**src/rtl/div_share_pkg.sv**
```systemverilog
// div_share_pkg: shared types and width helper for the shared-divider controller
package div_share_pkg;
  typedef enum logic [1:0] {IDLE, RUN, DONE} state_e;
  function automatic int idx_w(input int n);
    return (n > 1) ? $clog2(n) : 1;
  endfunction
endpackage

```
**src/rtl/div_core.sv**
```systemverilog
// div_core: restoring unsigned divider iteration, one quotient bit per step
module div_core import div_share_pkg::*; #(
  parameter int WIDTH = 8,
  parameter int CNT_W = 4
) (
  input  logic             clk,
  input  logic             rst_n,
  input  logic             load_i,
  input  logic             step_i,
  input  logic             clr_i,
  input  logic [WIDTH-1:0] a_i,
  input  logic [WIDTH-1:0] b_i,
  output logic             last_o,
  output logic [WIDTH-1:0] q_nx_o,
  output logic [WIDTH-1:0] r_nx_o,
  output logic [CNT_W-1:0] count_o
);
  logic [WIDTH-1:0] a_q, b_q, rem_q, a_d, rem_d;
  logic [CNT_W-1:0] cnt_q;
  logic [WIDTH:0] pr;
  logic ge;
  // one restoring step; quotient bits shift into the vacated dividend bits
  always_comb begin
    pr = {rem_q, a_q[WIDTH-1]};
    ge = pr >= {1'b0, b_q};
    rem_d = ge ? WIDTH'(pr - {1'b0, b_q}) : pr[WIDTH-1:0];
    a_d = {a_q[WIDTH-2:0], ge};
  end
  assign last_o = cnt_q == CNT_W'(WIDTH - 1);
  assign q_nx_o = a_d;
  assign r_nx_o = rem_d;
  assign count_o = cnt_q;
  // operand load, iteration and step counter
  always_ff @(posedge clk or negedge rst_n) begin
    if (!rst_n) begin
      a_q <= '0;
      b_q <= '0;
      rem_q <= '0;
      cnt_q <= '0;
    end else if (load_i) begin
      a_q <= a_i;
      b_q <= b_i;
      rem_q <= '0;
      cnt_q <= '0;
    end else if (step_i) begin
      a_q <= a_d;
      rem_q <= rem_d;
      cnt_q <= cnt_q + 1'b1;
    end else if (clr_i) begin
      cnt_q <= '0;
    end
  end
endmodule

```
**src/rtl/div_share_ctrl.sv**
```systemverilog
// div_share_ctrl: round-robin arbiter + FSM sharing one iterative divider; DIV_SHARE_DZ_EN adds fast divide-by-zero path and rsp_dz
module div_share_ctrl import div_share_pkg::*; #(
  parameter int N_REQ = 4,
  parameter int WIDTH = 8,
  localparam int ID_W = idx_w(N_REQ),
  localparam int CNT_W = idx_w(WIDTH + 1)
) (
  input  logic                   clk,
  input  logic                   rst_n,
  input  logic [N_REQ-1:0]       req_valid,
  input  logic [N_REQ*WIDTH-1:0] req_a,
  input  logic [N_REQ*WIDTH-1:0] req_b,
  output logic [N_REQ-1:0]       req_ready,
  output logic                   rsp_valid,
  output logic [ID_W-1:0]        rsp_id,
  output logic [WIDTH-1:0]       rsp_q,
  output logic [WIDTH-1:0]       rsp_r,
`ifdef DIV_SHARE_DZ_EN
  output logic                   rsp_dz,
`endif
  output logic                   busy,
  output logic [CNT_W-1:0]       count
);
  state_e state_q;
  logic [ID_W-1:0] ptr_q, id_q, gnt_id, idx;
  logic [WIDTH-1:0] a_sel, b_sel, q_nx, r_nx, rsp_q_q, rsp_r_q;
  logic [ID_W-1:0] rsp_id_q;
  logic rsp_valid_q, accept, dz, last, run_last;
  int j;
  // round-robin search from ptr_q upward; the lowest offset with a request wins
  always_comb begin
    gnt_id = ptr_q;
    j = 0;
    idx = '0;
    for (int k = N_REQ - 1; k >= 0; k--) begin
      j = int'(ptr_q) + k;
      j = (j >= N_REQ) ? j - N_REQ : j;
      idx = ID_W'(j);
      if (req_valid[idx]) gnt_id = idx;
    end
  end
  assign accept = (state_q == IDLE) && (|req_valid);
  assign req_ready = accept ? N_REQ'(1) << gnt_id : '0;
  assign a_sel = req_a[gnt_id*WIDTH +: WIDTH];
  assign b_sel = req_b[gnt_id*WIDTH +: WIDTH];
  assign run_last = (state_q == RUN) && last;
`ifdef DIV_SHARE_DZ_EN
  assign dz = b_sel == '0;
  logic rsp_dz_q;
  // divide-by-zero flag is refreshed with every response
  always_ff @(posedge clk or negedge rst_n) begin
    if (!rst_n) rsp_dz_q <= 1'b0;
    else if ((accept && dz) || run_last) rsp_dz_q <= accept && dz;
  end
  assign rsp_dz = rsp_dz_q;
`else
  assign dz = 1'b0;
`endif
  div_core #(.WIDTH(WIDTH), .CNT_W(CNT_W)) u_core (
    .clk     (clk),
    .rst_n   (rst_n),
    .load_i  (accept),
    .step_i  (state_q == RUN),
    .clr_i   (state_q == DONE),
    .a_i     (a_sel),
    .b_i     (b_sel),
    .last_o  (last),
    .q_nx_o  (q_nx),
    .r_nx_o  (r_nx),
    .count_o (count)
  );
  // control FSM with registered response; response fields hold until the next result
  always_ff @(posedge clk or negedge rst_n) begin
    if (!rst_n) begin
      state_q <= IDLE;
      ptr_q <= '0;
      id_q <= '0;
      rsp_valid_q <= 1'b0;
      rsp_id_q <= '0;
      rsp_q_q <= '0;
      rsp_r_q <= '0;
    end else begin
      rsp_valid_q <= 1'b0;
      case (state_q)
        IDLE: if (accept) begin
          state_q <= dz ? DONE : RUN;
          ptr_q <= (int'(gnt_id) == N_REQ - 1) ? '0 : gnt_id + 1'b1;
          id_q <= gnt_id;
          if (dz) begin
            rsp_valid_q <= 1'b1;
            rsp_id_q <= gnt_id;
            rsp_q_q <= '1;
            rsp_r_q <= a_sel;
          end
        end
        RUN: if (last) begin
          state_q <= DONE;
          rsp_valid_q <= 1'b1;
          rsp_id_q <= id_q;
          rsp_q_q <= q_nx;
          rsp_r_q <= r_nx;
        end
        default: state_q <= IDLE;
      endcase
    end
  end
  assign rsp_valid = rsp_valid_q;
  assign rsp_id = rsp_id_q;
  assign rsp_q = rsp_q_q;
  assign rsp_r = rsp_r_q;
  assign busy = state_q != IDLE;
endmodule

```
**config.mk**
```make
export PLATFORM = sky130hd
export DESIGN_NAME = div_share_ctrl
export DESIGN_NICKNAME = d
export VERILOG_FILES = /design/src/rtl/div_share_pkg.sv /design/src/rtl/div_core.sv /design/src/rtl/div_share_ctrl.sv
export SDC_FILE = /design/constraint.sdc
export NUM_CORES = 1
export LEC_CHECK = 0
export CORE_AREA = 5 5 101 80
export CTS_BUF_LIST = sky130_fd_sc_hd__clkbuf_8 sky130_fd_sc_hd__clkbuf_16
export CTS_CLUSTER_SIZE = 28
export DETAILED_ROUTE_END_ITERATION = 10
export DIE_AREA = 0 0 106 85
export PLACE_DENSITY = 0.79
export SETUP_SLACK_MARGIN = 0.15
export SYNTH_ARGS = -nofsm -noshare
export SYNTH_HDL_FRONTEND = slang
export SYNTH_SLANG_ARGS = --single-unit
export TNS_END_PERCENT = 50
```
**constraint.sdc**
```tcl
create_clock -name clk -period 2.63 [get_ports clk]
set_clock_uncertainty 0.15 [all_clocks]
set_input_delay 0.526 -clock clk [delete_from_list [all_inputs] [get_ports clk]]
set_output_delay 0.526 -clock clk [all_outputs]
set_load 0.1 [all_outputs]
```
==> results by group, run 1 <==
Route
  • WL per Instance: between 15 and 20 µm
  • Vias per cell: 5.479
  • Antenna-violating nets left: 0
  • WL final: between 9 and 10 mm
  • DR vias: between 2000 and 3000
  • TritonRoute pass-1 iters: 4
  • Post-route DRC: 0
  • Initial drt markers: 120

Run status
  • Status: finished clean

Clocking
  • Clk_lat worst skew: roughly 300 ps
  • CTS tree: done
  • CTS Buf Count: 5
  • Root Buffer: clkbuf_8
  • # hold bufs at CTS: 0
  • Clk slew on worst S/H paths: 100 ps
  • Max H-tree Level: 2
  • Clock Path Buffers: 2
  • Clock Sinks: 53

Yosys
  • Post-synth EDFFs: 0
  • Post-synthesis sequential area ratio: 41.93%
  • Post-synthesis mux area share: 15.23%
  • Mapped Nets: approximately 390
  • Post-synthesis compound-gate area fraction: between 10% and 20%
  • Syn Inst Count: 309
  • Register bit total from synthesis: 53
  • Synth Area in Adders: under 10%
  • Async SR Flop Fraction: 100.0%
  • Top-count cell post-synth: dfrtp_1
  • Post-synth cell types: 54
  • Synthesized area: ~0.0032 mm²
  • Post-Synth XOR/XNOR Area: 0.5538%
  • Ranking of synthesized cells by area: dfrtp_1, mux2i_1, ha_1
  • Largest family of logic cells by synthesized area: compound AO/OA/AOI/OAI gates
  • Area fraction of the dominant cell type after synthesis: a little over two fifths
  • Synth cell count leaders: dfrtp_1, nand2_1, mux2i_1, nor2_1, inv_1
  • Post-synthesis simple-gate area fraction: approximately an eighth
  • Ys flop type: dfrtp_1
  • Synth warn: 0
  • Avg Cell Area, Syn: 10.24 µm²
  • Yosys top cell by area: dfrtp_1

Place
  • I/O Buffers: 97
  • Pre-CTS WS: -346.1 ps
  • DPL Wire Length: 6.637 mm
  • Post-place instance area: approximately 0.0043 mm²
  • GP Congestion: 0.8889

Global route
  • Overflow after GRT: 0
  • Total GRT Usage: 19.11%
  • Initial antenna violation count: 0
  • First-pass GRT wire length: ~14 mm
  • Largest net degree at the start of global routing: 54
  • Vias in the first global route: 2889

Finish
  • Share of layout cells above drive strength 1: 29.47%
  • Fin util: 66.47%
  • Nets: 514
  • Antenna Cells: 0
  • Final Cell Area: 0.004671 mm²
  • Area Overhead vs Synth: 47.67%

Floorplanning
  • Die Ht: between 80 and 90 µm
  • Initial core utilization: 45.01%
  • Die Width: 106 µm
  • DIE AREA: 0.009010 mm²
  • # rows: 27
  • Ports: 98
  • Core Region: 0.007027 mm²

Timing
  • Max-slew violations: 0
  • Tightest Pin Transition: 786.9 ps
  • Fin. Hold Viols: 0
  • Final period utilization: 97.72%
  • Relative slew slack: 47.43%
  • RSZ-0062 raised after global routing: true
  • Count of final setup violators: 0
  • Max frequency: between 300 and 400 MHz
  • Min Tclk post-route: 2570 ps
  • Final WS setup: 60.00 ps

Setup path
  • Crit path DAT: 1890 ps
  • Reg-to-reg startpoint: u_core.b_q[1]
  • Critical Path Start: ptr_q[1]
  • R2R Setup Slk: 70 ps
  • R2R cell count: 9
  • Worst Path Required: between 1500 and 2000 ps
  • Setup crit start kind: register
  • Crit path kind: register to output pin
  • Crit path capture type: output pin
  • Peak fanout along the critical path: 5

Hold path
  • Worst min path class: primary input to asynchronous set/reset pin

Run
  • # Max-Cap Violations: 0

Power and ir drop
  • Tot Pwr: 7.004 mW
  • Worst IR Drop VDD: approximately 0.89 mV
  • Pwr Density: around 1500 mW/mm²
  • Pleak: between 1.5 and 2 nW
==> final timing paths <==
path / end
min in group clk: id_q[0]
min reg2reg: id_q[0]
max reg2reg: u_core.rem_q[4]
max: req_ready[0]
min: u_core.count_o[2]
max in group asynchronous: ptr_q[1]
==> flip-flops by register name, summed over array words and instances, names as in the netlist <==
register        count
state_q             2
rsp_r               8
u_core.rem_q        8
rsp_id              2
u_core.count_o      4
u_core.a_q          8
ptr_q               2
rsp_valid           1
rsp_q               8
id_q                2
u_core.b_q          8
==> routing by layer <==
layer | track usage, % | vias to the layer above | part of all wire (%)
met5 | 0 | - | 0
met4 | 4.941 | 0 | 0.98
met3 | 3.726 | 6 | 5.1
met2 | 30.67 | 90 | 48
met1 | 26.65 | 1372 | 46
li1 | - | 1370 | -
==> placed cells by master, fill, tap and decap left out, types with 7 or more instances in the layout <==
cell type | netlist | layout
dfrtp_1 | 53 | 50
a21oi_1 | 11 | 7
o21a_1 | 8 | 8
mux2_2 | 13 | 13
nand2_1 | 26 | 26
clkbuf_8 | 0 | 7
o21ai_0 | 13 | 11
mux2_1 | 12 | 10
nor2_1 | 20 | 19
inv_1 | 14 | 11
clkdlybuf4s50_1 | 0 | 64
buf_4 | 3 | 49
a22oi_1 | 8 | 8
mux2i_1 | 20 | 18
o21ai_1 | 12 | 11
==> through the flow <==
step / setup TNS, ps / instances / hold slack (ps)
5_1_grt: -155.7 / 518 / 250.9
2_1_floorplan: 0 / 309 / 80.41
3_3_place_gp: -1728 / 500 / 304.0
4_1_cts: 0 / 515 / 207.4
3_5_place_dp: -3515 / 500 / 319.5
6_report: 0 / 518 / 187.3
==> report_power, final <==
part           total, mW  leakage, nW  switching (mW)  internal, mW
registers           1.52        0.620           0.299          1.22
logic               4.98         1.29            3.06          1.92
clock network      0.504       0.0542           0.265         0.239
==> logic make-up after synthesis <==
kind of cell    after synthesis
buf+inv                      26
fa+ha+maj                    14
xor+xnor                      2
simple gates                 80
flops                        53
compound gates               89
mux                          45
==> cell type report <==
cell class              count  area [µm²]
fillers                   548        2356
multi-input cells         230        1914
flip-flops and latches     53        1330
repair buffers            126        1164
well taps                  87       108.9
clock buffers               7       96.34
inverters                  14       52.55
clock inverters             1       5.005
==> critical path, cell delays in order, from the launching register on <==
cell	delay, ps
dfrtp_2	450
nand3b_1	150
o31ai_4	100
o31ai_4	300
inv_2	110
ha_4	170
and3_4	150
buf_12	160
==> timing repair <==
| action | CTS | global route |
|---|---|---|
| gates resized for setup | 28 | 24 |
| pin swaps | 7 | 15 |
| setup endpoints to repair | 14 | 17 |
| buffers inserted | 7 | 3 |
Power figures use the tool's default switching activity.
==> run 2: changes to the inputs <==
--- a/config.mk
+++ b/config.mk
@@ -5,6 +5,7 @@
 export SDC_FILE = /design/constraint.sdc
 export NUM_CORES = 1
 export LEC_CHECK = 0
+export ABC_CLOCK_PERIOD_IN_PS = 2630
 export CORE_AREA = 5 5 101 80
 export CTS_BUF_LIST = sky130_fd_sc_hd__clkbuf_8 sky130_fd_sc_hd__clkbuf_16
 export CTS_CLUSTER_SIZE = 28
==> results of run 2 <==
The final DEF is identical to that of run 1; final timing and power are the same.
